==> src/rtl/axi_packet_if.sv <==
// axi_packet_if
//   Bundles the request/descriptor/beat/coverage signals of the axi_packet
//   stimulus generator.
//   master modport : the generator (drives descriptor, beats, counters)
//   slave modport  : the consumer (drives gen_req, pkt_ack, beat_ready)
//   Signals:
//     gen_req, pkt_ack, beat_ready        consumer -> generator
//     pkt_valid, access, addr, len, size  descriptor
//     inlimit, exp_resp                   descriptor classification
//     beat_valid, beat_data, beat_last    write data stream
//     cnt_write/read/inlimit/outlimit     saturating coverage counters
interface axi_packet_if #(
  parameter int ADDR_WIDTH = 16,
  parameter int DATA_WIDTH = 32
);
  logic                  gen_req;
  logic                  pkt_valid;
  logic                  pkt_ack;
  logic                  access;
  logic [ADDR_WIDTH-1:0] addr;
  logic [7:0]            len;
  logic [2:0]            size;
  logic                  inlimit;
  logic [1:0]            exp_resp;
  logic                  beat_valid;
  logic                  beat_ready;
  logic [DATA_WIDTH-1:0] beat_data;
  logic                  beat_last;
  logic [15:0]           cnt_write;
  logic [15:0]           cnt_read;
  logic [15:0]           cnt_inlimit;
  logic [15:0]           cnt_outlimit;

  modport master (
    input  gen_req, pkt_ack, beat_ready,
    output pkt_valid, access, addr, len, size, inlimit, exp_resp,
           beat_valid, beat_data, beat_last,
           cnt_write, cnt_read, cnt_inlimit, cnt_outlimit
  );

  modport slave (
    output gen_req, pkt_ack, beat_ready,
    input  pkt_valid, access, addr, len, size, inlimit, exp_resp,
           beat_valid, beat_data, beat_last,
           cnt_write, cnt_read, cnt_inlimit, cnt_outlimit
  );
endinterface

==> src/rtl/axi_packet.sv <==
// axi_packet
//   Randomised AXI4 transaction descriptor generator driven by a 32-bit
//   Galois LFSR. One descriptor per gen_req; write descriptors also stream
//   len+1 data beats taken from successive LFSR states. Keeps saturating
//   coverage counters of completed packets.
//   Ports:
//     ACLK   : clock, rising edge
//     ARESET : synchronous active-high reset
//     bus    : axi_packet_if.master (request, descriptor, beats, counters)
//   DATA_WIDTH must be 32; MEMORY_DEPTH must be a power of two with
//   MEMORY_DEPTH*8 <= 2**ADDR_WIDTH.
module axi_packet #(
  parameter int          ADDR_WIDTH   = 16,
  parameter int          DATA_WIDTH   = 32,
  parameter int          MEMORY_DEPTH = 1024,
  parameter logic [31:0] SEED         = 32'h1
) (
  input  logic          ACLK,
  input  logic          ARESET,
  axi_packet_if.master  bus
);

  typedef enum logic {IDLE, PKT} state_t;

  localparam logic [31:0] LFSR_TAPS  = 32'h80200003;
  // An all-zero LFSR would lock up, so a zero seed is promoted to 1.
  localparam logic [31:0] LFSR_INIT  = (SEED == 32'h0) ? 32'h1 : SEED;
  localparam logic [31:0] DEPTH      = 32'(MEMORY_DEPTH);
  localparam logic [31:0] PAGE_WORDS = 32'd1024;

  function automatic logic [31:0] lfsrStep(input logic [31:0] l);
    logic [31:0] n;
    n = l >> 1;
    if (l[0]) n = n ^ LFSR_TAPS;
    return n;
  endfunction

  function automatic logic [15:0] satInc(input logic [15:0] c);
    return (c == 16'hFFFF) ? c : c + 16'd1;
  endfunction

  state_t                state_q;
  logic [31:0]           lfsr_q;
  logic                  access_q;
  logic [ADDR_WIDTH-1:0] addr_q;
  logic [7:0]            len_q;
  logic                  inlimit_q;
  logic [1:0]            expResp_q;
  logic                  pktValid_q;
  logic                  beatValid_q;
  logic                  beatLast_q;
  logic [7:0]            beatIdx_q;
  logic                  writeDone_q;
  logic [15:0]           cntWrite_q;
  logic [15:0]           cntRead_q;
  logic [15:0]           cntInlimit_q;
  logic [15:0]           cntOutlimit_q;

  logic [31:0]           r_d;
  logic [31:0]           word_d;
  logic [31:0]           rawLen_d;
  logic [31:0]           room_d;
  logic [31:0]           pageRoom_d;
  logic [31:0]           lenFull_d;
  logic [31:0]           startWord_d;
  logic                  access_d;
  logic                  inlimit_d;
  logic [7:0]            len_d;
  logic [ADDR_WIDTH-1:0] addr_d;
  logic [1:0]            expResp_d;
  logic                  beatFire;
  logic                  ackFire;

  // Descriptor that a request in IDLE would latch, derived from the next
  // LFSR state. In-limit bursts are clamped to whichever is tighter: the
  // end of memory or the end of the current 4 KB (1024-word) page.
  always_comb begin
    r_d        = lfsrStep(lfsr_q);
    access_d   = r_d[0];
    inlimit_d  = (r_d & 32'h6) != 32'h0;
    rawLen_d   = (r_d >> 4) & 32'hFF;
    word_d     = (r_d >> 16) & (DEPTH - 32'd1);
    room_d     = DEPTH - word_d;
    pageRoom_d = PAGE_WORDS - (word_d & (PAGE_WORDS - 32'd1));
    if (pageRoom_d < room_d) room_d = pageRoom_d;
    if (inlimit_d) begin
      lenFull_d   = (rawLen_d >= room_d) ? room_d - 32'd1 : rawLen_d;
      startWord_d = word_d;
      expResp_d   = 2'b00;
    end else begin
      lenFull_d   = rawLen_d;
      startWord_d = DEPTH + word_d;
      expResp_d   = 2'b10;
    end
    len_d  = 8'(lenFull_d);
    addr_d = ADDR_WIDTH'(startWord_d << 2);
  end

  // An ack is only honoured once a write has delivered every beat; the
  // final beat handshake and the ack may coincide.
  assign beatFire = beatValid_q & bus.beat_ready;
  assign ackFire  = (state_q == PKT) & bus.pkt_ack &
                    (access_q | writeDone_q | (beatFire & beatLast_q));

  always_ff @(posedge ACLK) begin
    if (ARESET) begin
      state_q       <= IDLE;
      lfsr_q        <= LFSR_INIT;
      access_q      <= 1'b0;
      addr_q        <= '0;
      len_q         <= 8'd0;
      inlimit_q     <= 1'b0;
      expResp_q     <= 2'b00;
      pktValid_q    <= 1'b0;
      beatValid_q   <= 1'b0;
      beatLast_q    <= 1'b0;
      beatIdx_q     <= 8'd0;
      writeDone_q   <= 1'b0;
      cntWrite_q    <= 16'd0;
      cntRead_q     <= 16'd0;
      cntInlimit_q  <= 16'd0;
      cntOutlimit_q <= 16'd0;
    end else begin
      case (state_q)
        IDLE: begin
          if (bus.gen_req) begin
            state_q     <= PKT;
            lfsr_q      <= r_d;
            access_q    <= access_d;
            addr_q      <= addr_d;
            len_q       <= len_d;
            inlimit_q   <= inlimit_d;
            expResp_q   <= expResp_d;
            pktValid_q  <= 1'b1;
            beatValid_q <= ~access_d;
            beatLast_q  <= ~access_d & (len_d == 8'd0);
            beatIdx_q   <= 8'd0;
            writeDone_q <= access_d;
          end
        end
        PKT: begin
          // Each accepted beat advances the LFSR so the next beat carries
          // the following pseudo-random word.
          if (beatFire) begin
            lfsr_q <= lfsrStep(lfsr_q);
            if (beatLast_q) begin
              beatValid_q <= 1'b0;
              beatLast_q  <= 1'b0;
              writeDone_q <= 1'b1;
            end else begin
              beatIdx_q  <= beatIdx_q + 8'd1;
              beatLast_q <= (beatIdx_q + 8'd1 == len_q);
            end
          end
          if (ackFire) begin
            state_q     <= IDLE;
            pktValid_q  <= 1'b0;
            beatValid_q <= 1'b0;
            beatLast_q  <= 1'b0;
            if (access_q) cntRead_q <= satInc(cntRead_q);
            else          cntWrite_q <= satInc(cntWrite_q);
            if (inlimit_q) cntInlimit_q <= satInc(cntInlimit_q);
            else           cntOutlimit_q <= satInc(cntOutlimit_q);
          end
        end
        default: state_q <= IDLE;
      endcase
    end
  end

  assign bus.pkt_valid    = pktValid_q;
  assign bus.access       = access_q;
  assign bus.addr         = addr_q;
  assign bus.len          = len_q;
  assign bus.size         = 3'b010;
  assign bus.inlimit      = inlimit_q;
  assign bus.exp_resp     = expResp_q;
  assign bus.beat_valid   = beatValid_q;
  // The LFSR is nonzero after reset, so data is gated to read as zero
  // whenever no beat is offered.
  assign bus.beat_data    = beatValid_q ? lfsr_q[DATA_WIDTH-1:0] : '0;
  assign bus.beat_last    = beatLast_q;
  assign bus.cnt_write    = cntWrite_q;
  assign bus.cnt_read     = cntRead_q;
  assign bus.cnt_inlimit  = cntInlimit_q;
  assign bus.cnt_outlimit = cntOutlimit_q;

endmodule

==> src/flat_wrapper.sv <==
// flat-port wrapper written by rule: the top's interface ports become plain ports
module axi_packet_flat 
#(
  parameter int          ADDR_WIDTH   = 16,
  parameter int          DATA_WIDTH   = 32,
  parameter int          MEMORY_DEPTH = 1024,
  parameter logic [31:0] SEED         = 32'h1
)
  (ACLK, ARESET, bus_gen_req, bus_pkt_ack, bus_beat_ready, bus_pkt_valid, bus_access, bus_addr, bus_len, bus_size, bus_inlimit, bus_exp_resp, bus_beat_valid, bus_beat_data, bus_beat_last, bus_cnt_write, bus_cnt_read, bus_cnt_inlimit, bus_cnt_outlimit);
  axi_packet_if #(.ADDR_WIDTH(ADDR_WIDTH), .DATA_WIDTH(DATA_WIDTH)) bus_i ();
  input  logic ACLK;
  input  logic ARESET;
  input wire logic [$bits(bus_i.gen_req)-1:0] bus_gen_req;
  input wire logic [$bits(bus_i.pkt_ack)-1:0] bus_pkt_ack;
  input wire logic [$bits(bus_i.beat_ready)-1:0] bus_beat_ready;
  output wire logic [$bits(bus_i.pkt_valid)-1:0] bus_pkt_valid;
  output wire logic [$bits(bus_i.access)-1:0] bus_access;
  output wire logic [$bits(bus_i.addr)-1:0] bus_addr;
  output wire logic [$bits(bus_i.len)-1:0] bus_len;
  output wire logic [$bits(bus_i.size)-1:0] bus_size;
  output wire logic [$bits(bus_i.inlimit)-1:0] bus_inlimit;
  output wire logic [$bits(bus_i.exp_resp)-1:0] bus_exp_resp;
  output wire logic [$bits(bus_i.beat_valid)-1:0] bus_beat_valid;
  output wire logic [$bits(bus_i.beat_data)-1:0] bus_beat_data;
  output wire logic [$bits(bus_i.beat_last)-1:0] bus_beat_last;
  output wire logic [$bits(bus_i.cnt_write)-1:0] bus_cnt_write;
  output wire logic [$bits(bus_i.cnt_read)-1:0] bus_cnt_read;
  output wire logic [$bits(bus_i.cnt_inlimit)-1:0] bus_cnt_inlimit;
  output wire logic [$bits(bus_i.cnt_outlimit)-1:0] bus_cnt_outlimit;
  assign bus_i.gen_req = bus_gen_req;
  assign bus_i.pkt_ack = bus_pkt_ack;
  assign bus_i.beat_ready = bus_beat_ready;
  assign bus_pkt_valid = bus_i.pkt_valid;
  assign bus_access = bus_i.access;
  assign bus_addr = bus_i.addr;
  assign bus_len = bus_i.len;
  assign bus_size = bus_i.size;
  assign bus_inlimit = bus_i.inlimit;
  assign bus_exp_resp = bus_i.exp_resp;
  assign bus_beat_valid = bus_i.beat_valid;
  assign bus_beat_data = bus_i.beat_data;
  assign bus_beat_last = bus_i.beat_last;
  assign bus_cnt_write = bus_i.cnt_write;
  assign bus_cnt_read = bus_i.cnt_read;
  assign bus_cnt_inlimit = bus_i.cnt_inlimit;
  assign bus_cnt_outlimit = bus_i.cnt_outlimit;
  axi_packet #(.ADDR_WIDTH(ADDR_WIDTH), .DATA_WIDTH(DATA_WIDTH), .MEMORY_DEPTH(MEMORY_DEPTH), .SEED(SEED)) u_core (.ACLK(ACLK), .ARESET(ARESET), .bus(bus_i));
endmodule
==> config.mk <==
export PLATFORM = sky130hd
export DESIGN_NAME = axi_packet_flat
export DESIGN_NICKNAME = d
export VERILOG_FILES = /design/src/rtl/axi_packet_if.sv /design/src/rtl/axi_packet.sv /design/src/flat_wrapper.sv
export SDC_FILE = /design/constraint.sdc
export NUM_CORES = 1
export LEC_CHECK = 0
export CAP_MARGIN = 30
export CORE_MARGIN = 10
export CORE_UTILIZATION = 58
export CTS_BUF_LIST = sky130_fd_sc_hd__clkbuf_8
export DETAILED_ROUTE_END_ITERATION = 8
export PLACE_DENSITY = 0.95
export SYNTH_ARGS = -nofsm -noshare
export SYNTH_HDL_FRONTEND = slang
export SYNTH_SLANG_ARGS = --single-unit
==> constraint.sdc <==
create_clock -name ACLK -period 7.4 [get_ports ACLK]
set_input_delay 0.74 -clock ACLK [delete_from_list [all_inputs] [get_ports ACLK]]
set_output_delay 0.74 -clock ACLK [all_outputs]
set_load 0.01 [all_outputs]
After elaboration in Yosys (flattened, before gate mapping). Index checks and enable logic that the tools add are counted.

Register bits after elaboration: 135. Bits of input ports: 5. Output and inout port bits: 130. Logic and storage cells: 99.

Add/sub/neg operators: 8. Order comparisons: 1. Equal/unequal tests: 12. Mux-type cells: 33. Bitwise gates (word level): 16. Reduce and logical (&&, ||, !) cells: 13.

Operators by type and width (count): $mux W32 (4); $add A16 B1 Y16 const B (4); $eq A16 B16 Y1 const B (4); $pmux W32 S2 (1); $mux W8 (5); $ge A8 B32 Y1 (1); $reduce_bool A32 Y1 (1); $pmux W8 S2 (1); $reduce_and A4 Y1 (4); $mux W1 (15); $add A11 B10 Y12 const A (1); $mux W12 (1); $sub A11 B10 Y12 const A (1); $ne A2 B2 Y1 const B (5); $pmux W1 S2 (5); $reduce_and A3 Y1 (3); $add A8 B1 Y8 const B (1); $eq A8 B8 Y1 (1); $logic_not A8 Y1 (1); $not A1 Y1 (8); $reduce_and A2 Y1 (4); $sub A8 B1 Y8 const B (1); $ne A3 B3 Y1 const B (2); $and A1 B1 Y1 (5); 3 further kinds (4).

Depth between registers and ports, before layout. Gate-level depths: netlist (run 1).

Depth in word-level cells: 10. Depth in mapped cells: 15. Mapped depth without buffers: 12.

Least setup slack after synthesis (run 1). No wires, ideal clock.

Path type: register to register. Start: register u_core.lfsr_q[17]. End: register u_core.len_q[3], in the netlist u_core.bus.len[3]. Setup time: 62 ps. Data arrival time: 2991 ps. Data required time: 7338 ps. Path slack: 4347 ps. Stages on the path, launching flop included: 14. Buffers on the path: 2. Clock period less this slack: 3053 ps. Cell sequence: dfxtp_1 -> clkbuf_1 -> inv_1 -> ha_1 -> buf_4 -> or4b_4 -> nand2_1 -> ha_1 -> a2111oi_0 -> o21ai_0 -> a41oi_1 -> a311oi_4 -> or4b_1 -> nand3_1.

Cells in the longest elaborated chain, start to end: 5. Elaborated cells between the ends (all ways): 6. Those cells by class: 2 x add/sub; 1 x order compare; 3 x mux.

Ends and longest elaborated chain: from (decl) (RTL line axi_packet.sv:43) `logic [31:0] lfsr_q;`; from (signal assigned) (RTL line axi_packet.sv:128) `lfsr_q <= r_d;`; from (signal assigned) (RTL line axi_packet.sv:145) `lfsr_q <= lfsrStep(lfsr_q);`; $mux W32 * (RTL line axi_packet.sv:34) `if (l[0]) n = n ^ LFSR_TAPS;`; $sub A11 B10 Y12 * (RTL line axi_packet.sv:83, axi_packet.sv:84); $ge A8 B32 Y1 / $sub A8 B1 Y8 (equally long branches) (RTL line axi_packet.sv:87) `lenFull_d = (rawLen_d >= room_d) ? room_d - 32'd1 : rawLen_d;`; $mux W8 * (RTL line axi_packet.sv:87); $mux W8 * (RTL line axi_packet.sv:86) `if (inlimit_d) begin`; to (signal assigned) (RTL line axi_packet.sv:131) `len_q <= len_d;`; to (decl) (RTL line axi_packet.sv:46) `logic [7:0] len_q;`.

Mark *: on every way between the ends. The rest lies on a longest branch, timed or not. A chain may end at the register's enable or synchronous reset.

Final worst setup path (run 1).
Start: register u_core.lfsr_q[17]. End: register u_core.len_q[7], in the netlist u_core.bus.len[7].

Same word-level chain as after synthesis.

==> results of run 1 <==
## report_power, final
part / leakage (nW) / internal, mW / switching [mW]
Combinational: 1.67 / 0.0424 / 0.0725
Sequential: 1.05 / 0.708 / 0.0156
Clock: 0.212 / 0.318 / 0.326
## stage by stage
step | setup slack, ns | instance area (um2)
after floorplan | 4.347 | 6625
after global placement | 4.131 | 7820
after detailed placement | 3.993 | 7850
after CTS | 3.905 | 8272
after global routing | 3.673 | 8272
final | 3.853 | 8272
## routing by layer
metal	share of wire	wire length, um
met1	0.41	7467
met2	0.47	8582
met5	0	0
met3	0.092	1666
met4	0.026	469
## worst max path at each step
stage | from | endpoint | slack, ns | depth (start not counted)
after floorplan | u_core.lfsr_q[17] | u_core.bus.len[3] | 4.35 | 13
after global placement | u_core.lfsr_q[17] | u_core.bus.len[7] | 4.13 | 9
after detailed placement | u_core.lfsr_q[17] | u_core.bus.len[7] | 3.99 | 9
after CTS | u_core.lfsr_q[17] | u_core.bus.len[7] | 3.90 | 9
after global routing | u_core.lfsr_q[17] | u_core.bus.len[7] | 3.67 | 10
final | u_core.lfsr_q[17] | u_core.bus.len[7] | 3.85 | 9
## state kept, by name, indices dropped and copies added (netlist names), 8 cells and up
| signal | count |
|---|---|
| u_core.lfsr_q | 32 |
| u_core.bus.cnt_inlimit | 16 |
| u_core.bus.cnt_outlimit | 16 |
| u_core.bus.cnt_read | 16 |
| u_core.bus.cnt_write | 16 |
| u_core.bus.addr | 11 |
| u_core.beatIdx_q | 8 |
| u_core.bus.len | 8 |
## layout make-up
type | instances | share of cell area
clock buffer | 17 | 0.02829
timing repair buffer | 132 | 0.1591
inverter | 10 | 0.004538
multi-input combinational | 622 | 0.4496
tap | 140 | 0.02118
sequential | 130 | 0.3146
clock inverter | 15 | 0.02269
## cells in the mapped netlist, types with 7 or more instances
cell / number / area, um2
nor4_1: 10 / 62.56
nand3_1: 22 / 110.1
ha_1: 13 / 162.7
nand4_1: 26 / 162.7
a21oi_1: 64 / 320.3
or3_1: 15 / 93.84
and3_1: 15 / 93.84
nor3_1: 20 / 100.1
nor2_1: 87 / 326.6
clkbuf_1: 43 / 161.4
o21ai_0: 20 / 100.1
and2_1: 41 / 256.5
xnor2_1: 31 / 271.5
nand2_1: 113 / 424.2
buf_4: 12 / 90.09
inv_1: 9 / 33.78
mux2i_1: 7 / 70.07
and4_1: 8 / 70.07
xor2_1: 40 / 350.3
dfxtp_1: 130 / 2603
## critical path, stage by stage (launching register included)
cell and delay (ns):
dfxtp_1 0.43, or4_4 0.62, or4_1 0.50, and2_1 0.19, inv_2 0.08, ha_1 0.19
o2111ai_2 0.16, a311oi_4 0.71, o21ai_0 0.25, a31o_2 0.28
## kinds of logic (layout without fill, tap and decap cells)
| group | after synthesis | count (layout) |
|---|---|---|
| adder cells (fa/ha/maj) | 13 | 13 |
| AO/OA/AOI/OAI | 121 | 121 |
| AND/OR/NAND/NOR | 398 | 398 |
| XOR/XNOR | 72 | 72 |
| multiplexers | 9 | 9 |
| other | 2 | 9 |
| buffers and inverters | 67 | 174 |
| flip-flops | 130 | 130 |
==> key figures, run 1 <==
Setup path
  • R2R Setup Slk: 3.85 ns
  • WP data required: 7.72 ns
  • Crit-path max FO: 16
  • Worst reg2reg endpoint: u_core.bus.len[7]
  • CP arrival: 3.86 ns
  • Crit Reg-Reg Startpoint: u_core.lfsr_q[17]
  • Crit. End Element: flop
  • Crit start category: flop
  • Worst r2r path cells: 9
  • Class of the most critical setup path: flop to flop

Floorplanning
  • Die area: 16,040 um2
  • Core footprint: 10,980 um2
  • Initial Util: 0.6008
  • Die width: 126.7 um
  • Die Span Y: 126.7 um
  • Io pins: 135
  • Placement Rows: 38

Power and ir drop
  • Power, Total: 1.483 mW
  • VDD IR-drop max: 157.3 uV
  • P_leak: 2.929 nW
  • Power per cell area: 179.3 nW/um2

Synth
  • Seq/Total Area, Yosys: 0.3944
  • Mux contribution to synthesized area: 0.01403
  • Main combinational cell family by area after synthesis: simple AND/OR/NAND/NOR gates
  • Synth Area in Compound Gates: 0.1136
  • Asr flop ratio synth: 0
  • EDFF count, synth: 0
  • Cell area after synthesis: 6599 um2
  • Synth Area in XOR/XNOR: 0.09841
  • Simple-Gate Fraction of Synth Area: 0.3077
  • Yosys warns: 0
  • Post-synthesis adder-cell area fraction: 0.02465
  • Synth Instances: 812
  • FF+latch count, synth: 130
  • Mean area per synthesized cell: 8.127 um2
  • Synth Flop Type: dfxtp_1
  • Netlist cell types: 67

Timing
  • Final period util: 0.4793
  • RSZ-0062 raised after global routing: false
  • Peak Freq: 0.2820 GHz
  • Final min period: 3.547 ns
  • Final hold violations: 0
  • Hold WS: 0.4622 ns
  • Slew headroom: 0.3908
  • Worst Tran Pin Value: 0.9137 ns
  • Layout Skew: 0.01120 ns
  • Final Max Tran Viols: 0
  • Setup TNS: 0 ns
  • Final setup vio count: 0

GRT
  • Met1 usage: 0.2674
  • Initial antenna violation count: 0
  • Largest net degree at the start of global routing: 79
  • Congestion Overflow GR: 0
  • All-Layer GR Usage: 0.2178
  • First-pass GRT wire length: 29,950 um
  • Met3 usage: 0.07289
  • Vias in the first global route: 5,995
  • Grt peak-use layer: met2
  • Met2 Usage GRT: 0.3475

Place
  • PortBufs: 125
  • Post-DP HPWL: 12,660 um
  • Dpl cells: 1,034
  • RePlAce Congestion: 0.9601

Drt
  • DR WL/cell: 17.06 um
  • Via count: 6,197
  • TritonRoute pass-1 iters: 6
  • Post-route ant nets: 0
  • Routed WL: 18,190 um
  • Drt via density: 5.813
  • DR iter-0 viols: 623
  • Remaining DRCs: 0

Hold path
  • HP Class: flop to flop
  • Critical hold path startpoint: u_core.bus.addr[11]
  • WHS Path Cells: 2
  • Hold path endpoint: u_core.bus.addr[11]

CTS
  • Clk_lat worst skew: 0.44 ns
  • Clk sinks: 130
  • CTS tree: done
  • CTS H-tree depth: 4
  • Postcts setup bufs: 0
  • CTS Hold Bufs: 0
  • Total CTS buffers: 17
  • Worst-path clk slew: 0.08 ns
  • Root Driver: clkbuf_8
  • Resized cells post-CTS: 0
  • CTS max path bufs: 2

Final layout
  • Final-layout fill cell count: 763
  • Layout cell share with drive strength beyond 1: 0.06479
  • Area delta synth->final: 25.35%
  • Commonest non-fill, non-tap cell in the layout: dfxtp_1
  • Area of the multi-input gates: 3719 um2
  • # diodes: 0
  • Core Util, Final: 0.7531
  • Non-Filler Instances: 1,066
  • Reg area: 2603 um2
  • Net count, final: 931
  • Commonest cells after routing, fill and taps aside: dfxtp_1, clkdlybuf4s50_1, nand2_1

Outcome
  • Status: completed

Job
  • Max Cap Violations: 0
Note: power is estimated with default switching activity, not from simulation.
==> inputs of run 2 (changes only) <==
--- a/config.mk
+++ b/config.mk
@@ -7,10 +7,10 @@
 export LEC_CHECK = 0
 export CAP_MARGIN = 30
 export CORE_MARGIN = 10
-export CORE_UTILIZATION = 58
+export CORE_UTILIZATION = 53
 export CTS_BUF_LIST = sky130_fd_sc_hd__clkbuf_8
 export DETAILED_ROUTE_END_ITERATION = 8
-export PLACE_DENSITY = 0.95
+export PLACE_DENSITY = 0.91
 export SYNTH_ARGS = -nofsm -noshare
 export SYNTH_HDL_FRONTEND = slang
 export SYNTH_SLANG_ARGS = --single-unit
==> constraint.sdc (replaced) <==
create_clock -name ACLK -period 3.61 [get_ports ACLK]
set_input_delay 0.361 -clock ACLK [delete_from_list [all_inputs] [get_ports ACLK]]
set_output_delay 0.361 -clock ACLK [all_outputs]
set_load 0.01 [all_outputs]
==> run 2 against run 1 <==
Sequential share of layout area shrank 0.11 points. Fmax grew 5.8%. Cell count grew 3.1%. Combinational power grew 110%. Clock-buffer cell count grew 5. Cell area grew 0.41%. First-iteration DRC count shrank 9.5%. Utilization shrank 6.7 points. Critical path type unchanged. Largest cell class unchanged.
==> key figures, run 2 (synthesis results as in run 1) <==
Outcome
  • Status: completed

Timing
  • Final period util: 0.9284 (+0.4492)
  • Final min period: 3.352 ns (-0.1949 ns)
  • RSZ-0062 raised after global routing: false
  • Worst Tran Pin Value: 0.8775 ns (-0.03627 ns)
  • Peak Freq: 0.2984 GHz (+5.8%)
  • Final setup vio count: 0 (unchanged)
  • Final Max Tran Viols: 0 (unchanged)
  • Layout Skew: 0.01352 ns (+0.002320 ns)
  • Slew headroom: 0.4150 (+0.02418)
  • Fin worst setup slack: 0.2583 ns (-3.595 ns)
  • Setup TNS: 0 ns (unchanged)
  • Final hold violations: 0 (unchanged)

Drt
  • DR WL/cell: 15.85 um (-7.1%)
  • Routed WL: 17,420 um (-4.2%)
  • Remaining DRCs: 0 (unchanged)
  • DR iter-0 viols: 564 (-9.5%)
  • Post-route ant nets: 0 (unchanged)
  • Via count: 6,061 (-2.2%)
  • TritonRoute pass-1 iters: 5 (-1)
  • Drt via density: 5.515 (-5.1%)

CTS
  • Root Driver: clkbuf_8
  • Total CTS buffers: 17 (unchanged)
  • CTS tree: done
  • Clk_lat worst skew: 0.44 ns (about the same)
  • Worst-path clk slew: 0.07 ns (about the same)
  • CTS H-tree depth: 4 (unchanged)
  • CTS max path bufs: 2 (unchanged)
  • Postcts setup bufs: 0 (unchanged)
  • CTS Hold Bufs: 0 (unchanged)
  • Clk sinks: 130 (unchanged)
  • Resized cells post-CTS: 0 (unchanged)

GRT
  • Vias in the first global route: 5,476 (-8.7%)
  • Initial antenna violation count: 1 (+1)
  • All-Layer GR Usage: 0.1930 (-0.02485)
  • First-pass GRT wire length: 28,240 um (-5.7%)
  • Largest net degree at the start of global routing: 84 (+6.3%)
  • Congestion Overflow GR: 0 (unchanged)

Final layout
  • Layout cell share with drive strength beyond 1: 0.06882 (+0.004022)
  • Commonest cells after routing, fill and taps aside: dfxtp_1, clkdlybuf4s50_1, nand2_1
  • Area delta synth->final: 25.86%
  • Commonest non-fill, non-tap cell in the layout: dfxtp_1
  • Area of the multi-input gates: 3721 um2 (about the same)
  • Core Util, Final: 0.6857 (-0.06739)
  • Reg area: 2604 um2 (about the same)
  • Final-layout fill cell count: 996 (+31%)
  • Largest register FFs: 32 (unchanged)
  • Largest Register: u_core.lfsr_q
  • Net count, final: 935 (+0.43%)

Power and ir drop
  • P_leak: 2.937 nW (+0.29%)
  • VDD IR-drop max: 259.5 uV (+65%)
  • Power per cell area: 349.2 nW/um2 (+95%)

Setup path
  • WP data required: 3.99 ns (-3.73 ns)
  • Crit-path max FO: 16 (unchanged)
  • Critical path, cell by cell: or4_4, nor2_1, xnor2_1, ha_1, a2111oi_0, o21ai_0, a41oi_1, a311oi_4, or4b_1, nand3_1
  • Crit. End Element: flop
  • Class of the most critical setup path: flop to flop
  • CP arrival: 3.73 ns (-0.13 ns)
  • CP max stage cell: or4_4
  • Biggest cell delay along the critical path: 0.56 ns (-0.15 ns)
  • Crit start category: flop

Hold path
  • HP Class: flop to flop

Floorplanning
  • Initial Util: 0.5448 (-0.05599)
  • Io pins: 135 (unchanged)
  • Die width: 131.6 um (+3.9%)
  • Die Span Y: 131.6 um (+3.9%)
  • Placement Rows: 40 (+5.3%)
  • Die area: 17,310 um2 (+7.9%)
  • Core footprint: 12,110 um2 (+10%)

Place
  • RePlAce Congestion: 0.9181 (-4.4%)
  • PortBufs: 125 (unchanged)
  • Post-DP HPWL: 12,420 um (-1.9%)
  • Worst slack, placed: 0.2265 ns (-3.767 ns)

Job
  • Max Cap Violations: 0 (unchanged)
## run 2: final cells by class
cell class                 instances  area share
sequential                       130      0.3135
multi-input combinational        622      0.4480
tap                              168     0.02531
clock inverter                    10     0.01009
inverter                          10    0.004519
antenna                            1   0.0003013
timing repair buffer             136      0.1618
clock buffer                      22     0.03646
## run 2: final timing paths
check                                    startpoint  slack (ns)  cells after the start                   to
worst max-delay path              u_core.lfsr_q[19]        0.26                     10    u_core.bus.len[3]
worst min-delay path            u_core.bus.addr[10]        0.45                      2  u_core.bus.addr[10]
worst max register to register    u_core.lfsr_q[19]        0.26                     10    u_core.bus.len[3]
worst min register to register  u_core.bus.addr[10]        0.45                      2  u_core.bus.addr[10]
## run 2: critical path, delay by kind of cell, from the launching register on
kind,cells,cell delay (ns)
compound gates,4,1.20
xor+xnor,1,0.12
fa+ha+maj,1,0.22
flops,1,0.43
simple gates,4,1.33
## run 2: power breakdown
part	switching, mW	internal, mW
clock network	0.551	0.628
logic	0.152	0.0893
registers	0.0267	1.45
total	0.730	2.17
## run 2: per-layer routing
| layer | vias to the layer above | routed length, um | share of wire | global-route usage |
|---|---|---|---|---|
| met4 | 0 | 325 | 0.019 | 0.07602 |
| met2 | 177 | 8256 | 0.47 | 0.3015 |
| met1 | 2859 | 7843 | 0.45 | 0.2476 |
| met3 | 21 | 998 | 0.057 | 0.05145 |
| li1 | 3004 | - | - | - |
| met5 | - | 0 | 0 | 0 |
## run 2: metrics by stage
step | hold WS (ns) | area [um2] | total power, mW | instances
global route | 0.4798 | 8305 | 3.010 | 1099
floorplan | 0.4405 | 6625 | 1.677 | 819
CTS | 0.4582 | 8302 | 2.919 | 1098
global placement | 0.4413 | 7915 | 1.748 | 1066
finish | 0.4550 | 8305 | 2.900 | 1099
detailed placement | 0.4477 | 7915 | 1.751 | 1066
